**config.mk**
```make
export PLATFORM = sky130hd
export DESIGN_NAME = unified_mem_arbiter
export DESIGN_NICKNAME = d
export VERILOG_FILES = /design/src/rtl/unified_mem_arbiter.sv
export SDC_FILE = /design/constraint.sdc
export NUM_CORES = 1
export LEC_CHECK = 0
export CAP_MARGIN = 20
export CORE_MARGIN = 5
export CORE_UTILIZATION = 25
export CTS_BUF_LIST = sky130_fd_sc_hd__clkbuf_8
export CTS_CLUSTER_DIAMETER = 50
export DETAILED_ROUTE_END_ITERATION = 16
export PLACE_DENSITY = 0.79
export SLEW_MARGIN = 5
export SYNTH_ARGS = -nofsm -noshare
export SYNTH_HDL_FRONTEND = slang
export SYNTH_SLANG_ARGS = --single-unit
```
**constraint.sdc**
```tcl
create_clock -name clk -period 2.2 [get_ports clk]
set_clock_uncertainty 0.05 [all_clocks]
set_input_delay 0.44 -clock clk [delete_from_list [all_inputs] [get_ports clk]]
set_output_delay 0.44 -clock clk [all_outputs]
set_load 0.01 [all_outputs]
```
**src/rtl/unified_mem_arbiter.sv**
```systemverilog
// unified_mem_arbiter
//
// Shares one single-port synchronous memory between the instruction-fetch
// port (IF) and the data port (D) of the pipelined processor. At most one
// requester is granted per cycle. D normally wins a conflict. A starvation
// counter lets IF win once it has been denied STARVE_LIMIT cycles in a row.
// Read data returns one cycle after the grant and is steered to the port
// that owned the access.
//
// Ports:
//   clk, rst              clock and synchronous active-high reset
//   if_req/if_addr        fetch read request and word address
//   if_ready              fetch granted this cycle (combinational)
//   if_rvalid/if_rdata    fetch read response, one cycle after grant
//   d_req/d_we/d_addr     data request, write flag and word address
//   d_wdata               data write value
//   d_ready               data granted this cycle (combinational)
//   d_rvalid/d_rdata      data read response, one cycle after grant
//   mem_en/mem_we         memory access strobe and write enable
//   mem_addr/mem_wdata    memory address and write data
//   mem_rdata             memory read data (one cycle after a read)
//   conflict_cnt          saturating count of cycles with both requests
module unified_mem_arbiter #(
  parameter int REG_WIDTH    = 32,
  parameter int NUM_MEM_LOCS = 256,
  parameter int STARVE_LIMIT = 4,
  localparam int ADDR_W      = $clog2(NUM_MEM_LOCS)
) (
  input  logic                 clk,
  input  logic                 rst,
  input  logic                 if_req,
  input  logic [ADDR_W-1:0]    if_addr,
  output logic                 if_ready,
  output logic                 if_rvalid,
  output logic [REG_WIDTH-1:0] if_rdata,
  input  logic                 d_req,
  input  logic                 d_we,
  input  logic [ADDR_W-1:0]    d_addr,
  input  logic [REG_WIDTH-1:0] d_wdata,
  output logic                 d_ready,
  output logic                 d_rvalid,
  output logic [REG_WIDTH-1:0] d_rdata,
  output logic                 mem_en,
  output logic                 mem_we,
  output logic [ADDR_W-1:0]    mem_addr,
  output logic [REG_WIDTH-1:0] mem_wdata,
  input  logic [REG_WIDTH-1:0] mem_rdata,
  output logic [15:0]          conflict_cnt
);

  localparam logic [1:0] OWN_NONE = 2'd0;
  localparam logic [1:0] OWN_IF   = 2'd1;
  localparam logic [1:0] OWN_D    = 2'd2;

  localparam logic [3:0] STARVE_MAX = 4'(STARVE_LIMIT);

  logic [3:0] starve_cnt;
  logic [1:0] resp_owner;
  logic       starved;

  assign starved = (starve_cnt == STARVE_MAX);

  // IF wins when it is alone or has been starved long enough; D takes
  // whatever IF does not. Both are held off while reset is asserted.
  assign if_ready = !rst && if_req && (!d_req || starved);
  assign d_ready  = !rst && d_req && !if_ready;

  // Memory port follows the granted requester; idle cycles drive zeros
  // so the bus is quiet and deterministic.
  always_comb begin
    mem_en    = if_ready | d_ready;
    mem_we    = d_ready & d_we;
    mem_addr  = '0;
    mem_wdata = '0;
    if (if_ready) begin
      mem_addr = if_addr;
    end else if (d_ready) begin
      mem_addr  = d_addr;
      mem_wdata = d_wdata;
    end
  end

  // Counts consecutive denied IF cycles; any IF grant or a dropped IF
  // request restarts the count, which holds at the limit until IF wins.
  always_ff @(posedge clk) begin
    if (rst) begin
      starve_cnt <= '0;
    end else if (!if_req || if_ready) begin
      starve_cnt <= '0;
    end else if (!starved) begin
      starve_cnt <= starve_cnt + 4'd1;
    end
  end

  // Remembers who issued the read this cycle so next cycle's memory data
  // is handed to the right port. Writes and idle cycles leave no owner.
  always_ff @(posedge clk) begin
    if (rst) begin
      resp_owner <= OWN_NONE;
    end else if (if_ready) begin
      resp_owner <= OWN_IF;
    end else if (d_ready && !d_we) begin
      resp_owner <= OWN_D;
    end else begin
      resp_owner <= OWN_NONE;
    end
  end

  // Performance-debug count of contended cycles; sticks at all-ones.
  always_ff @(posedge clk) begin
    if (rst) begin
      conflict_cnt <= '0;
    end else if (if_req && d_req && (conflict_cnt != 16'hFFFF)) begin
      conflict_cnt <= conflict_cnt + 16'd1;
    end
  end

  assign if_rvalid = (resp_owner == OWN_IF);
  assign d_rvalid  = (resp_owner == OWN_D);
  assign if_rdata  = if_rvalid ? mem_rdata : '0;
  assign d_rdata   = d_rvalid  ? mem_rdata : '0;

endmodule

```
* Yosys cells after proc, flatten, opt, wreduce, memory -nomap -nowiden
Index checks and enable logic that the tools add are counted.
Storage, ports and cells: word-level logic and storage cells 36, register bits after elaboration 22, input port bits 85
Cells by class: $add $sub $neg 2, reduce and logical (&&, ||, !) cells 16, bitwise gates (word level) 2, muxes and demuxes 8, equality and inequality tests 4
Operators by type and width (count):
- 32-bit 2-to-1 mux | 4
- 16-bit by 1-bit adder with 16-bit output, second input constant | 1
- 8-bit 2-to-1 mux | 2
- 16-bit != test, second input constant | 1
- 1-bit logical AND | 7
- 1-bit logical NOT | 5
- 4-bit by 1-bit adder with 4-bit output, second input constant | 1
- 4-bit by 3-bit == test with 1-bit output, second input constant | 1
- 2-bit OR reduction | 2
- 2-bit by 1-bit == test with 1-bit output, second input constant | 1
- 2-bit == test, second input constant | 1
- 1-bit logical OR | 2
- 2-bit 2-to-1 mux | 1
- 1-bit AND | 1
- 1-bit 2-to-1 mux | 1
- 1-bit OR | 1

* Longest topological paths before layout
Gate-level depths: netlist of run 1.
word-level depth 8, depth in mapped cells 7, mapped depth without buffers 6

* Least setup slack after synthesis of run 1
OpenSTA, ideal clock, no wires.
kind register to output, start point register starve_cnt[0], end point output port mem_wdata[22], arrival 1.942 ns, setup slack -0.232 ns, cell stages (with the launch flop) 8, cell sequence dfxtp_1 > inv_1 > ha_1 > nand3b_1 > a21oi_1 > nor3b_1 > clkbuf_1 > and2_1
On the way: longest elaborated chain between the ends 7
Ends and longest elaborated chain:
- start: declaration | RTL line 57 | logic [3:0] starve_cnt;
- start signal: assignment | RTL line 91 | starve_cnt <= starve_cnt + 4'd1;
- 4-bit by 3-bit == test with 1-bit output | RTL line 61 | assign starved = (starve_cnt == STARVE_MAX);
- 1-bit logical OR | RTL line 65 | assign if_ready = !rst && if_req && (!d_req || starved);
- 1-bit logical AND | RTL line 65
- via if_ready | RTL line 33 | output logic if_ready,
- 1-bit logical NOT | RTL line 66 | assign d_ready = !rst && d_req && !if_ready;
- 1-bit logical AND | RTL line 66
- via d_ready | RTL line 40 | output logic d_ready,
- 32-bit 2-to-1 mux | RTL line 77 | end else if (d_ready) begin
- 32-bit 2-to-1 mux | RTL line 75 | if (if_ready) begin
- end: declaration | RTL line 46 | output logic [REG_WIDTH-1:0] mem_wdata,
The timed path passes the listed nets, and every way through them passes these cells.

* Final worst setup path of run 1
start point input port rst, end point output port mem_addr[2]
On the way: longest elaborated chain between the ends 7, elaborated cells on any way between the ends 8, those cells by class 2 x mux; 6 x reduce/logical
Ends and longest elaborated chain:
- start: declaration | RTL line 30 | input logic rst,
- 1-bit logical NOT * | RTL line 65, 66
- 1-bit logical AND (2 in a row) | RTL line 65
- 1-bit logical NOT | RTL line 66
- 1-bit logical AND | RTL line 66
- 8-bit 2-to-1 mux | RTL line 77
- 8-bit 2-to-1 mux * | RTL line 75
- end: declaration | RTL line 45 | output logic [ADDR_W-1:0] mem_addr,
Mark *: on every way between the ends. The rest lies on a longest branch, timed or not.

==> run metrics, run 1 <==
clock sink count 22; Worst EP required ~1700 ps; Die H 94.48 um; Mean Syn Cell Area between 7 and 8 sq um; vias in the first global route 2,669; final setup vio count 42; Peak VDD IR 225.1 uV; post-synthesis sequential area ratio 24.68%; number of synthesized flops with an enable pin 0; placed instance count 555; cell count after synthesis 238; area leader, netlist and2_1; Crit Path Max Fanout 6; post-route ant nets 0; antenna cells 0; cts hold-fix bufs 0; io pins approximately 210; unrepaired setup endpoints after global routing yes; outcome finished, violations left; Synth Cell Area 0.001784 sq mm; Skew-Pair Late Insertion Delay 270 ps; failing checks negative setup slack; 1st-iter DRT viols 55; clk buf depth 2; WL final 9254 um; initial antenna violation count 0; worst path cell trace clkdlybuf4s50_1, nand2b_4, a21oi_4, nor3b_4, buf_12, buf_12, a22o_1, buf_2; Initial Util 25.97%; post-synth cell types 35; DRC errors left 0; setup_tns -6812 ps; die area 0.008926 sq mm; CP Capture Type output port; pin count of the biggest net entering global routing 34; ranking of synthesized cells by area and2_1, dfxtp_1, a21oi_1; RePlAce Congestion 0.8195; Die Width about 94 um; CTS H-tree depth 1; layout cells sized above 1 around a quarter; area grow syn2layout 152.5%; Async SR Flop Fraction 0%; Final Max Tran Viols 0; final core utilization around two thirds; slowest stage cell, crit path clkdlybuf4s50_1; Setup Crit Path Kind in2out; Place WS -585.4 ps; CTS Buf Count 3; Syn Nets 326; Worst Slack Setup Final -188.9 ps; Final Cycle Share 108.6%; total grt overflow 0; global-route wire length before repair 13,230 um; post-layout min period 2389 ps; worst min-delay path category in2reg; slew of the pin with the lowest slew margin 604.3 ps; WL/cell roughly 16 um; clk slew on worst S/H paths 90 ps; root buffer cell clkbuf_8; via count 2,625; final non-filler cell total between 500 and 600; fill cell count 557; Primary FF master, synth dfxtp_1; Vias per Instance between 4 and 5; Detailed Place HPWL 7274 um; R2R setup slack 160 ps; Worst path max stage delay roughly 480 ps; synth warn 0; Worst slew margin 59.27%; core box area 0.006869 sq mm; DR pass1 iterations 4; Synth Register Bits 22; PD cells 285.0 mW/mm^2; Synth top area share 34.36%; Final Hold Vio Count 0; arrival time worst endpoint 1900 ps; CTS tree yes; Total GRT Usage between 10% and 20%; max frequency 0.4186 GHz; IO buf count 210; Static Leak 2.378 nW; fin nets roughly 560; Startpoint Class primary input; most used cell, CP buf_12; # rows 30; max-cap violations 0
-- flip-flops by register name, summed over array words and instances, names as in the netlist --
name / cells
conflict_cnt: 16
resp_owner: 2
starve_cnt: 4
-- synth_stat cells, types with 4 or more instances --
| cell type | count |
|---|---|
| nand4_1 | 4 |
| dfxtp_1 | 22 |
| or4_1 | 4 |
| nor2_1 | 10 |
| inv_1 | 6 |
| a22o_1 | 8 |
| o21ai_0 | 6 |
| clkbuf_1 | 11 |
| and2_1 | 98 |
| nand3_1 | 9 |
| a21oi_1 | 15 |
| o31ai_1 | 5 |
-- layout make-up --
| class | count | area (sq um) | share of cell area [%] |
|---|---|---|---|
| clock inverters | 1 | 30.03 | 0.6665 |
| inverters | 6 | 22.52 | 0.4999 |
| flip-flops and latches | 22 | 445.4 | 9.886 |
| multi-input cells | 196 | 1360 | 30.19 |
| well taps | 96 | 120.1 | 2.666 |
| clock buffers | 3 | 41.29 | 0.9164 |
| repair buffers | 245 | 2486 | 55.18 |
-- power breakdown --
| group | total [mW] | internal [mW] | switching (mW) |
|---|---|---|---|
| registers | 0.410 | 0.403 | 0.00640 |
| clock network | 0.386 | 0.244 | 0.142 |
| logic | 0.488 | 0.321 | 0.168 |
| total | 1.28 | 0.967 | 0.317 |
-- routing by layer --
layer,up-vias,share of wire (%),routed length [um],GRT usage [%]
li1,1288,-,-,-
met1,1207,35,3256,18.86
met2,117,55,5088,36.88
met3,13,8.1,752,5.339
met4,0,1.7,157,4.567
met5,-,0,0,0
-- cell families after synthesis --
group,count (synthesis),synth area share [%]
buffers and inverters,20,4.908
xor gates and xnor gates,3,1.473
DFF,22,24.68
muxes,1,0.5610
and+or+nand+nor,151,52.31
adders and majority gates,3,2.104
AOI/OAI and AO/OA,38,13.96
-- worst max-delay path, delay by kind of cell --
kind	cells	cell delay, ps
simple gates	2	350
buf+inv	4	900
compound gates	2	180
-- final timing paths --
| check | endpoint | startpoint | depth (start not counted) |
|---|---|---|---|
| max | mem_addr[2] | rst | 8 |
| min | resp_owner[0] | if_req | 3 |
| max reg2reg | conflict_cnt[1] | conflict_cnt[0] | 6 |
| min reg2reg | conflict_cnt[15] | conflict_cnt[15] | 2 |
-- layout by cell type (no fill, tap or decap), types with 6 or more instances in the layout --
cell type,count
clkdlybuf4s50_1,131
and2_1,84
dlymetal6s2s_1,34
buf_2,25
buf_4,25
dfxtp_1,18
buf_6,17
and2_4,14
a21oi_1,14
nor2_1,10
nand3_1,9
a22o_1,8
o21ai_0,6
buf_12,6
-- through the flow --
stage	hold WS (ps)	area, sq um	power [mW]
4_1_cts	461.8	4278	1.275
6_report	456.9	4506	1.284
3_5_place_dp	445.7	4189	0.8729
3_3_place_gp	435.9	4189	0.8688
5_1_grt	470.3	4506	1.340
2_1_floorplan	379.7	1793	0.5422
-- repair_timing --
action                                  CTS  global route
cloned                                    3             3
endpoints found under the setup margin   65           106
setup buffers                             4             2
pin swaps                                 3            16
resized for setup                       191            67
No activity file was read; power rests on OpenSTA's default activity.
==> run 2, diff against run 1 <==
==> constraint.sdc (replaced) <==
create_clock -name clk -period 2.02 [get_ports clk]
set_clock_uncertainty 0.05 [all_clocks]
set_input_delay 0.202 -clock clk [delete_from_list [all_inputs] [get_ports clk]]
set_output_delay 0.202 -clock clk [all_outputs]
set_load 0.01 [all_outputs]
==> run metrics, run 2 (synthesis gave the netlist of run 1 again) <==
root buffer cell clkbuf_8; initial antenna violation count 0; total grt overflow 0; Setup Crit Path Kind reg2out; DR pass1 iterations 4; Pint 1.081 mW; max frequency ~0.46 GHz; CTS Buf Count 3; commonest cells after routing, fill and taps aside clkdlybuf4s50_1, and2_1, buf_4, buf_6; die area roughly 0.0089 sq mm; arrival time worst endpoint 1910 ps; Worst EP required 1770 ps; via count 2,623; worst path cell trace inv_2, ha_4, nand3b_1, a21oi_2, nor3b_4, buf_6, buf_8, buf_16, a22o_1, buf_6; slowest stage cell, crit path dfxtp_2; Clk pwr share between 20 and 30%; Detailed Place HPWL 7406 um; clk slew on worst S/H paths 80 ps; most used cell, CP buf_6; RePlAce Congestion 0.8178; CTS tree yes; most common cell after layout, fill and taps aside clkdlybuf4s50_1; Initial Util around 26%; Crit Path Max Fanout 6; PD cells 314.0 mW/mm^2; Largest Register conflict_cnt; hold slack around 330 ps; post-layout min period ~2200 ps; antenna cells 0; unrepaired setup endpoints after global routing yes; Final Max Tran Viols 0; combinational power share 40.1%; Worst path max stage delay 330 ps; # rows 30; post-route ant nets 0; Skew-Pair Late Insertion Delay 260 ps; Vias per Instance 4.562; final core utilization about two thirds; Worst slew margin 71.38%; Total GRT Usage 20.68%; Seq pwr share between 30% and 40%; pin count of the biggest net entering global routing 34; WL final just under 10,000 um; vias in the first global route 2,735; DRC errors left 0; P_sw 0.3504 mW; clock sink count 22; WL/cell 16.91 um; fin nets 568; io pins 211; global-route wire length before repair 14,450 um; layout cells sized above 1 ~26%; 1st-iter DRT viols 60; max-cap violations 0; top flop regs conflict_cnt x16, starve_cnt x4, resp_owner x2; IO buf count 210; outcome finished, violations left; Die H between 90 and 100 um; worst min-delay path category in2reg; Worst Slack Setup Final -144.4 ps; setup_tns -4072 ps; Peak VDD IR 339.0 uV; final setup vio count 42; fill cell count 538; slew of the pin with the lowest slew margin 427.9 ps; failing checks negative setup slack; Final Hold Vio Count 0; Final Cycle Share 107.2%; core box area about 0.007 sq mm; Static Leak between 1.5 and 2 nW; CP Buf/Inv Count 5; switch share 24.49%; CTS H-tree depth 1; max reg flops 16; Startpoint Class flop; Die Width 94.48 um; area grow syn2layout 155.4%; clk buf depth 2; CP Capture Type output port; cell family with most CP delay buffers and inverters
-- run 2: metal layers --
metal / part of all wire (%) / track usage [%] / up-vias
met5: 0 / 0 / -
met4: 1.1 / 4.327 / 0
met3: 7.2 / 5.179 / 6
met2: 58 / 42.67 / 119
met1: 33 / 20.35 / 1203
li1: - / - / 1295
-- run 2: path summary, 6_finish.rpt --
check	startpoint	end	slack (ps)	cells after the start
max reg2reg	conflict_cnt[4]	conflict_cnt[13]	150	4
min reg2reg	conflict_cnt[15]	conflict_cnt[15]	470	2
max	starve_cnt[0]	mem_addr[4]	-140	10
min	d_req	resp_owner[0]	330	3
-- run 2: area by class of cell --
| cell class | instances | area, sq um | share of cell area, % |
|---|---|---|---|
| repair buffers | 251 | 2539 | 55.71 |
| multi-input cells | 196 | 1361 | 29.87 |
| flip-flops and latches | 22 | 442.9 | 9.720 |
| well taps | 96 | 120.1 | 2.636 |
| clock buffers | 3 | 41.29 | 0.9061 |
| clock inverters | 1 | 30.03 | 0.6590 |
| inverters | 6 | 22.52 | 0.4942 |
-- run 2: tightest hold or removal path, stage by stage --
cell and delay, ps:
dlymetal6s2s_1 190, buf_4 150, a21oi_1 70
-- run 2: what timing repair did --
item                       in CTS  in global routing
cloned                          6                  0
buffers inserted                6                  0
pin swaps                      25                  5
resized for setup             232                 12
hold buffers                    0                  0
setup endpoints to repair      44                 78
-- run 2: power groups by stage --
stage | sequential, mW | clock, mW | combinational [mW]
after detailed placement | 0.452 | 0 | 0.509
after global routing | 0.444 | 0.444 | 0.610
final | 0.443 | 0.414 | 0.574
after CTS | 0.442 | 0.419 | 0.579
after global placement | 0.452 | 0 | 0.503
after floorplan | 0.455 | 0 | 0.136
-- run 2: per-stage QoR --
stage               setup WS [ps]  instances  instance area, sq um  total power, mW
floorplan                   19.65        238                  1800           0.5911
CTS                        -168.3        577                  4544            1.440
global route               -274.0        575                  4557            1.498
detailed placement         -318.6        561                  4247           0.9610
global placement           -258.8        561                  4247           0.9549
finish                     -144.4        575                  4557            1.431
